`config.mk`:
```
export PLATFORM = sky130hd
export DESIGN_NAME = seven_seg_scan_ctrl
export DESIGN_NICKNAME = d
export VERILOG_FILES = /design/src/rtl/seven_seg_scan_ctrl.sv
export SDC_FILE = /design/constraint.sdc
export NUM_CORES = 1
export LEC_CHECK = 0
export CAP_MARGIN = 10
export CORE_MARGIN = 2
export CORE_UTILIZATION = 50
export CTS_CLUSTER_DIAMETER = 120
export DETAILED_ROUTE_END_ITERATION = 6
export PLACE_DENSITY = 0.73
export SLEW_MARGIN = 30
export SYNTH_ARGS = -nofsm -noshare
export SYNTH_HDL_FRONTEND = slang
export SYNTH_SLANG_ARGS = --single-unit
```
`constraint.sdc`:
```
create_clock -name clk -period 2.8 [get_ports clk]
set_input_delay 0.42 -clock clk [delete_from_list [all_inputs] [get_ports clk]]
set_output_delay 0.42 -clock clk [all_outputs]
set_load 0.01 [all_outputs]
```
`src/rtl/seven_seg_scan_ctrl.sv`:
```
// Four-digit common-anode seven-segment scan controller with per-slot anti-ghosting
// blank and a shadow/display register pair that is committed only at frame boundaries.
module seven_seg_scan_ctrl #(
  parameter int DIGIT_TICKS = 50000,
  parameter int BLANK_TICKS = 500,
  parameter int CNT_W       = 16
) (
  input  logic        clk,
  input  logic        rst_n,
  input  logic [15:0] Value,
  input  logic [3:0]  DpIn,
  input  logic [3:0]  BlankIn,
  input  logic        Load,
  output logic        Pending,
  output logic        FrameTick,
  output logic [1:0]  DigitAddr,
  output logic [3:0]  Anode,
  output logic [6:0]  Seg,
  output logic        Dp
);

  logic [CNT_W-1:0] cnt;
  logic [1:0]       idx;
  logic [15:0]      shadow_val, disp_val;
  logic [3:0]       shadow_dp, disp_dp;
  logic [3:0]       shadow_blank, disp_blank;
  logic             pending;
  logic             frame_tick;
  logic             slot_end;
  logic             commit;
  logic             in_blank;
  logic             dark;
  logic [3:0]       nibble;

  assign slot_end = (cnt == CNT_W'(DIGIT_TICKS - 1));
  assign commit   = slot_end && (idx == 2'd3);

  always_ff @(posedge clk or negedge rst_n) begin
    if (!rst_n) begin
      cnt          <= '0;
      idx          <= 2'd0;
      shadow_val   <= 16'h0000;
      shadow_dp    <= 4'b0000;
      shadow_blank <= 4'b1111;
      disp_val     <= 16'h0000;
      disp_dp      <= 4'b0000;
      disp_blank   <= 4'b1111;
      pending      <= 1'b0;
      frame_tick   <= 1'b0;
    end else begin
      if (slot_end) begin
        cnt <= '0;
        idx <= idx + 2'd1;
      end else begin
        cnt <= cnt + CNT_W'(1);
      end
      // Display takes the pre-edge shadow, so a Load on the commit edge waits a frame.
      if (commit && pending) begin
        disp_val   <= shadow_val;
        disp_dp    <= shadow_dp;
        disp_blank <= shadow_blank;
      end
      if (Load) begin
        shadow_val   <= Value;
        shadow_dp    <= DpIn;
        shadow_blank <= BlankIn;
        pending      <= 1'b1;
      end else if (commit) begin
        pending <= 1'b0;
      end
      // Registered so the frame pulse cannot appear while reset holds idx=0, cnt=0.
      frame_tick <= commit;
    end
  end

  generate
    if (BLANK_TICKS > 0) begin : g_blank
      assign in_blank = (cnt < CNT_W'(BLANK_TICKS));
    end else begin : g_noblank
      assign in_blank = 1'b0;
    end
  endgenerate

  assign dark      = in_blank || disp_blank[idx];
  assign nibble    = disp_val[{idx, 2'b00} +: 4];
  assign Pending   = pending;
  assign FrameTick = frame_tick;
  assign DigitAddr = idx;

  function automatic logic [6:0] hex_seg(input logic [3:0] h);
    logic [6:0] s;
    case (h)
      4'h0: s = 7'h40;  4'h1: s = 7'h79;  4'h2: s = 7'h24;  4'h3: s = 7'h30;
      4'h4: s = 7'h19;  4'h5: s = 7'h12;  4'h6: s = 7'h02;  4'h7: s = 7'h78;
      4'h8: s = 7'h00;  4'h9: s = 7'h10;  4'hA: s = 7'h08;  4'hB: s = 7'h03;
      4'hC: s = 7'h46;  4'hD: s = 7'h21;  4'hE: s = 7'h06;  default: s = 7'h0E;
    endcase
    return s;
  endfunction

  always_comb begin
    Anode = 4'b1111;
    Seg   = 7'h7F;
    Dp    = 1'b1;
    if (!dark) begin
      Anode = ~(4'b0001 << idx);
      Seg   = hex_seg(nibble);
      Dp    = ~disp_dp[idx];
    end
  end

endmodule

```
======== Word level (Yosys, flattened, before mapping) ========
Memories as Yosys holds them, arrays and structs flattened.
Index checks and enable logic that the tools add are counted.
storage, ports and cells
  bits in read-only memories .............. 112
  output and inout bits ................... 16
  word-level logic and storage cells ...... 35
  flip-flop bits (word level) ............. 68
  memories kept ........................... 1
memories
  memory            words  bits a word  rd ports  clocked after memory_dff  write ports  RTL line  text
  (name not given)  16     7            1         0                         0            92        case (h)
cells by class
  shift operators ......................... 2
  reductions and logical operators ........ 4
  bitwise logic cells ..................... 2
  muxes and demuxes ....................... 10
  add/subtract/negate cells ............... 2
  eq/ne operators ......................... 2
  magnitude comparators ................... 2
operators with widths
  operator                                                               count
  16-bit by 1-bit adder with 16-bit output, second input constant        1
  16-bit equality test, second input constant                            1
  16-bit by 9-bit < comparator with 1-bit output, second input constant  1
  16-bit 2-to-1 mux                                                      1
  16-bit by 5-bit indexed part select with 4-bit output                  1
  7-bit 2-to-1 mux                                                       1
  1-bit 2-to-1 mux                                                       5
  1-bit binary-select mux with 2-bit select                              2
  4-bit 2-to-1 mux                                                       1
  4-bit NOT                                                              1
  1-bit by 2-bit << shifter with 4-bit output, first input constant      1
  2-bit by 3-bit < comparator with 1-bit output, second input constant   1
  2-bit by 1-bit adder with 2-bit output, second input constant          1
  2-bit equality test, second input constant                             1
  1-bit logical AND                                                      2
  2-bit nonzero test                                                     1
  1-bit logical OR                                                       1
  1-bit NOT                                                              1

======== Logic depth before layout (Yosys ltp) ========
Gate-level depths: netlist (run 1).
  word-level depth ........................ 4
  gate-level depth with buffers ........... 7

======== Least setup slack after synthesis (run 1) ========
Ideal clock, no wire load.
  path kind ............................... register to output
  from .................................... register idx[0] (netlist: DigitAddr[0])
  to ...................................... output port Seg[3]
  required time ........................... 2380 ps
  setup slack ............................. 309 ps
  cell stages (with the launch flop) ...... 7
  arrival ................................. 2071 ps
  cells stage by stage .................... dfrtp_1 -> buf_2 -> mux4_2 -> inv_1 -> ha_1 -> o211a_1 -> o21ai_0
between the ends
  longest elaborated chain between the ends .. 4
  elaborated cells on any way between the ends .. 6
  classes of those cells .................. shift (1); mux (3); reduce/logical (1); memory (1)
ends and longest elaborated chain
  element                                                                    RTL line  text
  from (decl)                                                                23        logic [1:0] idx;
  from (signal assigned)                                                     53        idx <= idx + 2'd1;
  parallel branches: the longest is 3 deep, another holds memory 16 x 7 bit  --
  7-bit 2-to-1 mux (*)                                                       105       if (!dark) begin
  to (decl)                                                                  18        output logic [6:0] Seg,
Mark *: on every way between the ends. The select of a mux whose other input is x is not followed.

======== Worst setup path after layout (run 1) ========
  from .................................... register cnt[13]
  to ...................................... output port Dp
between the ends
  longest elaborated chain between the ends .. 3
ends and longest elaborated chain
  element                                         RTL line  text
  from (decl)                                     22        logic [CNT_W-1:0] cnt;
  from (signal assigned)                          55        cnt <= cnt + CNT_W'(1);
  16-bit by 9-bit < comparator with 1-bit output  78        assign in_blank = (cnt < CNT_W'(BLANK_TICKS));
  1-bit logical OR                                84        assign dark = in_blank || disp_blank[idx];
  1-bit 2-to-1 mux                                105
  to (decl)                                       19        output logic Dp
No other way between the ends.

==> impl_metrics.py, run 1 <==
metrics = {
    "run_status": {
        "status": "finished with violations",
        "violations": "DRC",
    },
    "drt": {
        "wl_per_cell_um": 15.6,
        "drc": 4,
        "dr_total_vias": 2133,
        "drt_iter0_drc": 106,
        "drt_pass1_iterations": 7,
        "antenna_left": 0,
        "via_per_inst": 5.53,
        "wl_um": 6020,
    },
    "yosys": {
        "syn_area_um2": 3340,
        "yosysTopAreaCell": "dfrtp_1",
        "synth-warning-count": 0,
        "synth_xor_xnor_area_share_pct": 4.19,
        "synthDistinctLibCells": 42,
        "ys_seq_area_share_pct": 51.2,
        "synthTopCellsByArea": "dfrtp_1, mux2_2, mux2_4, dfstp_2, ha_1",
        "postSynthCellCount": 245,
        "synth_edf_count": 0,
        "synthAdderAreaFrac_pct": 4.12,
        "synth_top_family_by_area": "multiplexers",
        "synth_compound_area_share_pct": 3.97,
        "avgSynthCellArea_um2": 13.6,
        "ys_seq_elements": 68,
        "synth_nets": 283,
        "async_flop_share_pct": 100,
        "synthMuxAreaShare_pct": 24.6,
        "synth_simple_gate_area_share_pct": 8.54,
        "ys.flop_type": "dfrtp_1",
        "synth_top_area_share_pct": 44.9,
    },
    "global_route": {
        "grt_max_degree": 31,
        "use_met3_pct": 3.75,
        "use_met2_pct": 27.5,
        "grt-busiest-layer": "met2",
        "grt_pass1_vias": 2189,
        "grt_util_met1_pct": 26.8,
        "track_usage_pct": 18.8,
        "grt_overflow": 0,
        "grt_antenna_before_repair": 0,
        "grt_first_pass_wirelength_um": 10700,
    },
    "critical_path": {
        "r2r_slack_ns": 0.47,
        "worstSetupStartpointType": "flip-flop",
        "cp_max_fo": 6,
        "worstSetupPathType": "reg2out",
        "crit_path_end_kind": "output port",
        "cpLargestDelayFamily": "simple AND/OR/NAND/NOR gates",
        "slowest_stage": "or4_4",
        "path_cells": "or4_4, nor4_4, a21oi_4, nand2_1, clkdlybuf4s50_1",
        "path_buf_inv": 1,
        "critPathRequiredTime_ns": 2.38,
        "max_stage_delay_ns": 0.57,
        "cp_data_arrival_time_ns": 2.32,
    },
    "sta": {
        "hold_ws_ns": 0.118,
        "worst_pin_slew_ns": 0.668,
        "setup_ws_ns": 0.0632,
        "max_clock_freq_mhz": 365,
        "period_share_pct": 97.7,
        "slew_viol_final": 0,
        "fin_tns_setup_ns": 0,
        "slew_headroom_pct": 55.5,
        "setup_viol": 0,
        "fin_crit_ns": 2.74,
        "hold_viol": 0,
        "finalClockSkew_ns": 0.00534,
    },
    "final_layout": {
        "n_antenna_cell": 0,
        "drive_gt1_share_pct": 35.3,
        "fill_cells": 484,
        "final_common_cell": "dfrtp_1",
        "final_cell_mix": "dfrtp_1, clkdlybuf4s50_1, mux2_2",
        "nets": 343,
        "area_delta_synth_final_pct": 23.2,
    },
    "die": {
        "die-width_um": 85.8,
        "rows": 29,
        "die_y_um": 85.8,
        "coreArea_um2": 6420,
        "die-area_um2": 7350,
        "pin_count": 43,
        "initial_core_util_pct": 52.0,
    },
    "clock_tree": {
        "htree_levels": 3,
        "clkTransAtPathRegs_ns": 0.07,
        "root_buffer": "clkbuf_8",
        "clkLatencyLatePin_ns": 0.34,
        "clockBufferDepth": 2,
        "cts_sinks": 68,
        "cts_tree": "built",
        "numCtsBuffers": 9,
    },
    "place": {
        "port_buffers": 42,
        "hpwlAfterDp_um": 4300,
        "routabilityCongestion": 0.866,
        "dpl_worst_slack_ns": -0.0988,
    },
    "job": {
        "drv_cap": 0,
    },
    "pwr": {
        "p_per_area_nw_per_um2": 448,
        "p_leak_uw": 0.00181,
        "irDropWorstVdd_uv": 275,
    },
    "worst_hold_path": {
        "hold_class": "in2async",
    },
}
-- power by group --
group | switching (uW) | internal [uW]
clock | 339 | 363
sequential | 18.5 | 1020
combinational | 38.0 | 66.7
-- routing by layer --
layer  share of wire (%)  wire [um]
met1                  49       2970
met2                  44       2660
met4                 2.1        127
met3                 4.3        257
met5                   0          0
-- repair_timing --
item	in CTS	in global routing
hold buffers	0	0
buffers inserted	5	2
endpoints found under the setup margin	12	10
resized for setup	23	10
-- cells in the mapped netlist (6+ instances only) --
library cell	count
clkbuf_1	6
dfrtp_1	60
nor2_1	9
mux2_2	29
mux4_2	6
inv_1	8
ha_1	11
nand3_1	6
nand2_1	15
mux2_4	20
dfstp_2	8
xor2_1	11
mux2i_1	6
-- kinds of logic (layout without fill, tap and decap cells) --
| kind of cell | Yosys count | after routing |
|---|---|---|
| buffers and inverters | 19 | 83 |
| muxes | 61 | 61 |
| adders and majority gates | 11 | 11 |
| xor gates and xnor gates | 16 | 16 |
| DFF | 68 | 68 |
| and+or+nand+nor | 51 | 51 |
| AOI/OAI and AO/OA | 19 | 19 |
-- area by class of cell --
| cell class | instances | area [um2] | share of cell area (%) |
|---|---|---|---|
| clock buffer | 13 | 159 | 3.86 |
| clock inverter | 2 | 10.0 | 0.243 |
| inverter | 8 | 30.0 | 0.729 |
| multi-input combinational | 158 | 1560 | 37.8 |
| sequential | 68 | 1710 | 41.6 |
| tap | 77 | 96.3 | 2.34 |
| timing repair buffer | 60 | 554 | 13.5 |
-- registers in the layout, summed over array words and instances (netlist names) --
name,cells
DigitAddr,2
Pending,1
shadow_val,16
shadow_dp,4
FrameTick,1
disp_dp,4
cnt,16
disp_val,16
disp_blank,4
shadow_blank,4
-- final timing paths --
| path | cells after the start | from | endpoint |
|---|---|---|---|
| hold reg to reg | 1 | cnt[0] | cnt[0] |
| max in group asynchronous | 2 | rst_n | shadow_blank[1] |
| hold / removal | 1 | rst_n | shadow_val[7] |
| setup reg to reg | 5 | cnt[13] | disp_val[1] |
| setup / recovery | 5 | cnt[13] | Dp |
| min in group clk | 1 | cnt[0] | cnt[0] |
-- through the flow --
stage                     utilization [%]  power, uW  instance area [um2]  std cells
final                                64.1       1850                 4120        386
after global routing                 64.1       1930                 4120        386
after CTS                            64.0       1870                 4110        384
after detailed placement             60.4       1170                 3880        364
after global placement               60.4       1160                 3880        364
after floorplan                         -       1090                 3340        245
(Power assumes the default switching activity.)
==> run 2: changes to the inputs <==
Settings changed: ABC_CLOCK_PERIOD_IN_PS set to 2800, MAX_ROUTING_LAYER set to met4.
==> impl_metrics.py, run 2 (synthesis gave the netlist of run 1 again) <==
metrics = {
    "critical_path": {
        "cp_max_fo": 6,
        "worstSetupStartpointType": "flip-flop",
        "cp_data_arrival_time_ns": 2.32,
        "r2r_cells": 5,
        "worstSetupPathType": "reg2out",
        "r2r-end": "disp_val[1]",
        "r2r_slack_ns": 0.47,
        "crit_path_end_kind": "output port",
        "path_cells": "or4_4, nor4_4, a21oi_4, nand2_1, clkdlybuf4s50_1",
        "slowest_stage": "or4_4",
        "crit-reg2reg-launch": "cnt[13]",
        "max_stage_delay_ns": 0.57,
        "critPathRequiredTime_ns": 2.38,
    },
    "sta": {
        "period_share_pct": 97.7,
        "setup_viol": 0,
        "hold_viol": 0,
        "slew_headroom_pct": 55.5,
        "finalClockSkew_ns": 0.00508,
        "fin_crit_ns": 2.74,
        "max_clock_freq_mhz": 366,
        "worst_pin_slew_ns": 0.668,
        "slew_viol_final": 0,
    },
    "final_layout": {
        "utilization_pct": 64.1,
        "final_cell_mix": "dfrtp_1, clkdlybuf4s50_1, mux2_2",
        "n_antenna_cell": 0,
        "nets": 343,
        "final_common_cell": "dfrtp_1",
        "fin_area_um2": 4120,
        "fill_cells": 484,
        "drive_gt1_share_pct": 35.3,
        "biggestRegsByFlops": "cnt (16), disp_val (16), shadow_val (16)",
        "area_delta_synth_final_pct": 23.2,
    },
    "clock_tree": {
        "ctsHoldBuffers": 0,
        "numCtsBuffers": 9,
        "clkLatencyLatePin_ns": 0.33,
        "clkTransAtPathRegs_ns": 0.07,
        "htree_levels": 3,
        "cts_tree": "built",
        "clockBufferDepth": 2,
        "root_buffer": "clkbuf_8",
        "cts_sinks": 68,
    },
    "worst_hold_path": {
        "hold_class": "in2async",
    },
    "drt": {
        "drc": 4,
        "via_per_inst": 5.54,
        "drt_pass1_iterations": 6,
        "antenna_left": 0,
        "dr_total_vias": 2140,
        "wl_um": 6020,
        "drt_iter0_drc": 126,
        "wl_per_cell_um": 15.6,
    },
    "die": {
        "coreArea_um2": 6420,
        "die_y_um": 85.8,
        "pin_count": 43,
        "die-width_um": 85.8,
        "die-area_um2": 7350,
        "initial_core_util_pct": 52.0,
        "rows": 29,
    },
    "global_route": {
        "grt_overflow": 0,
        "grt_first_pass_wirelength_um": 10700,
        "grt_antenna_before_repair": 0,
        "grt_max_degree": 31,
        "grt_pass1_vias": 2194,
        "track_usage_pct": 19.4,
    },
    "pwr": {
        "p_leak_uw": 0.00181,
        "p_per_area_nw_per_um2": 448,
        "irDropWorstVdd_uv": 275,
    },
    "place": {
        "hpwlAfterDp_um": 4300,
        "place_area_um2": 3880,
        "port_buffers": 42,
        "routabilityCongestion": 0.880,
    },
    "run_status": {
        "status": "finished with violations",
        "violations": "DRC",
    },
    "job": {
        "drv_cap": 0,
    },
}
[run 2: stage by stage]
stage | hold slack, ns | setup slack [ns] | setup TNS (ns) | total power, uW | instances
6_report | 0.117 | 0.0643 | 0 | 1850 | 386
5_1_grt | 0.167 | -0.00902 | -0.00902 | 1930 | 386
4_1_cts | 0.127 | 0.00119 | 0 | 1870 | 384
3_5_place_dp | 0.478 | -0.0988 | -0.375 | 1170 | 364
3_3_place_gp | 0.472 | 0.0365 | 0 | 1160 | 364
2_1_floorplan | 0.124 | 0.309 | 0 | 1090 | 245
[run 2: worst max-delay path by stage]
stage                     depth (start not counted)      to  slack (ns)    startpoint
after floorplan                                   6  Seg[3]        0.31  DigitAddr[0]
after global placement                            4  Seg[2]        0.04  DigitAddr[0]
after detailed placement                          4  Seg[2]        -0.1  DigitAddr[0]
after CTS                                         5      Dp       0.001       cnt[13]
after global routing                              8  Seg[3]      -0.009  DigitAddr[0]
final                                             5      Dp        0.06       cnt[13]
[run 2: worst max-delay path, delay by kind of cell (launching register included)]
kind	cells	cell delay [ns]
and+or+nand+nor	3	0.90
buffers and inverters	1	0.54
DFF	1	0.40
AOI/OAI and AO/OA	1	0.13
[run 2: what timing repair did]
item / 4_1_cts / 5_1_grt
pin swaps: 0 / 0
setup endpoints to repair: 12 / 10
setup buffers: 5 / 2
resized for setup: 23 / 10
[run 2: power by group]
part	internal [uW]	switching [uW]	leakage (uW)
sequential	1020	18.4	0.000855
combinational	66.7	38.2	0.000862
clock	363	339	0.0000893
total	1450	395	0.00181
[run 2: area by class of cell]
| class | instances | area [um2] | area share [%] |
|---|---|---|---|
| repair buffers | 60 | 554 | 13.5 |
| clock inverters | 2 | 10.0 | 0.243 |
| well taps | 77 | 96.3 | 2.34 |
| multi-input cells | 158 | 1560 | 37.8 |
| clock buffers | 13 | 159 | 3.86 |
| flip-flops and latches | 68 | 1710 | 41.6 |
| inverters | 8 | 30.0 | 0.729 |
[run 2: routing by layer]
layer | vias to the layer above | routed length [um] | track usage (%)
li1 | 1007 | - | -
met1 | 1068 | 2980 | 27.0
met2 | 53 | 2640 | 27.5
met3 | 12 | 260 | 3.66
met4 | 0 | 145 | 9.52
met5 | - | 0 | -
==> run 3: changes to the inputs <==
Settings changed: CTS_BUF_LIST set to sky130_fd_sc_hd__clkbuf_4 sky130_fd_sc_hd__clkbuf_8 sky130_fd_sc_hd__clkbuf_16, GPL_ROUTABILITY_DRIVEN set to 1, SLEW_MARGIN 30 to 10.
==> impl_metrics.py, run 3 (synthesis gave the netlist of run 1 again) <==
metrics = {
    "critical_path": {
        "worstSetupPathType": "reg2out",
        "cp_max_fo": 6,
        "cp_data_arrival_time_ns": 2.31,
        "path_cells": "or4_4, nor4_4, a21oi_4, nand2_1, clkdlybuf4s50_1",
        "worstSetupStartpointType": "flip-flop",
        "max_stage_delay_ns": 0.57,
        "critPathRequiredTime_ns": 2.38,
        "crit_path_end_kind": "output port",
        "slowest_stage": "or4_4",
    },
    "global_route": {
        "grt_overflow": 0,
        "grt_util_met1_pct": 26.9,
        "grt-busiest-layer": "met2",
        "track_usage_pct": 19.3,
        "use_met2_pct": 27.7,
        "grt_first_pass_wirelength_um": 10700,
        "grt_antenna_before_repair": 0,
        "use_met3_pct": 3.66,
        "grt_max_degree": 31,
        "grt_pass1_vias": 2194,
    },
    "place": {
        "port_buffers": 42,
        "dpl_worst_slack_ns": -0.0988,
        "hpwlAfterDp_um": 4300,
        "routabilityCongestion": 0.880,
    },
    "clock_tree": {
        "clkLatencyLatePin_ns": 0.33,
        "ctsHoldBuffers": 0,
        "cts_tree": "built",
        "root_buffer": "clkbuf_8",
        "clkTransAtPathRegs_ns": 0.07,
        "htree_levels": 3,
        "clockBufferDepth": 2,
        "numCtsBuffers": 9,
        "cts_sinks": 68,
    },
    "worst_hold_path": {
        "hold_class": "in2async",
    },
    "drt": {
        "wl_um": 6000,
        "dr_total_vias": 2146,
        "drt_pass1_iterations": 7,
        "antenna_left": 0,
        "via_per_inst": 5.56,
        "drt_iter0_drc": 119,
        "wl_per_cell_um": 15.5,
        "drc": 4,
    },
    "sta": {
        "setup_ws_ns": 0.0699,
        "slew_headroom_pct": 55.4,
        "period_share_pct": 97.5,
        "fin_crit_ns": 2.73,
        "finalClockSkew_ns": 0.00556,
        "max_clock_freq_mhz": 366,
        "hold_viol": 0,
        "fin_tns_setup_ns": 0,
        "slew_viol_final": 0,
        "setup_viol": 0,
        "worst_pin_slew_ns": 0.669,
    },
    "final_layout": {
        "final_common_cell": "dfrtp_1",
        "multi_input_area_um2": 1550,
        "nets": 343,
        "seq_area_um2": 1710,
        "drive_gt1_share_pct": 35.6,
        "biggestRegsByFlops": "cnt (16), disp_val (16), shadow_val (16)",
        "fill_cells": 483,
        "n_antenna_cell": 0,
        "area_delta_synth_final_pct": 23.2,
        "final_cell_mix": "dfrtp_1, clkdlybuf4s50_1, mux2_2",
    },
    "pwr": {
        "p_total_uw": 1860,
        "p_leak_uw": 0.00181,
        "p_per_area_nw_per_um2": 453,
        "irDropWorstVdd_uv": 276,
    },
    "die": {
        "rows": 29,
        "pin_count": 43,
        "die-width_um": 85.8,
        "die-area_um2": 7350,
        "coreArea_um2": 6420,
        "die_y_um": 85.8,
        "initial_core_util_pct": 52.0,
    },
    "run_status": {
        "status": "finished with violations",
        "violations": "DRC",
    },
    "job": {
        "drv_cap": 0,
    },
}
[run 3: metrics by stage]
stage,instance area (um2),hold WS [ns],std cells,utilization [%]
final,4120,0.121,386,64.1
after global routing,4120,0.167,386,64.1
after CTS,4120,0.130,384,64.1
after detailed placement,3880,0.478,364,60.4
after global placement,3880,0.472,364,60.4
after floorplan,3340,0.124,245,-
[run 3: path summary, 6_finish.rpt]
kind	slack, ns	endpoint	depth (start not counted)	startpoint
worst min-delay path	0.12	shadow_val[7]	1	rst_n
worst max-delay path	0.07	Dp	5	cnt[13]
worst max register to register	0.46	disp_val[1]	5	cnt[13]
max in group asynchronous	1.97	shadow_blank[1]	2	rst_n
min in group clk	0.48	cnt[0]	1	cnt[0]
worst min register to register	0.48	cnt[0]	1	cnt[0]
[run 3: per-layer routing]
| layer | part of all wire, % | vias to the layer above |
|---|---|---|
| met5 | 0 | - |
| met2 | 45 | 57 |
| met1 | 49 | 1077 |
| met4 | 1.4 | 0 |
| li1 | - | 1006 |
| met3 | 4.3 | 6 |
[run 3: area by class of cell]
cell class / instances / share of cell area (%)
Timing Repair Buffer: 60 / 13.4
Multi-Input combinational cell: 158 / 37.6
Clock buffer: 13 / 4.04
Tap cell: 77 / 2.34
Inverter: 8 / 0.729
Clock inverter: 2 / 0.243
Sequential cell: 68 / 41.6
[run 3: repair_timing]
item	CTS	global route
setup endpoints to repair	12	10
buffers inserted	5	2
gates resized for setup	23	8
[run 3: critical path: cells and delay by family, from the launching register on]
kind | cells | cell delay [ns]
flops | 1 | 0.40
simple gates | 3 | 0.90
buf+inv | 1 | 0.54
compound gates | 1 | 0.13
[run 3: where the power goes]
| part | internal (uW) | switching (uW) | total, uW |
|---|---|---|---|
| registers | 1020 | 18.4 | 1040 |
| logic | 66.7 | 38.0 | 105 |
| clock network | 382 | 337 | 719 |
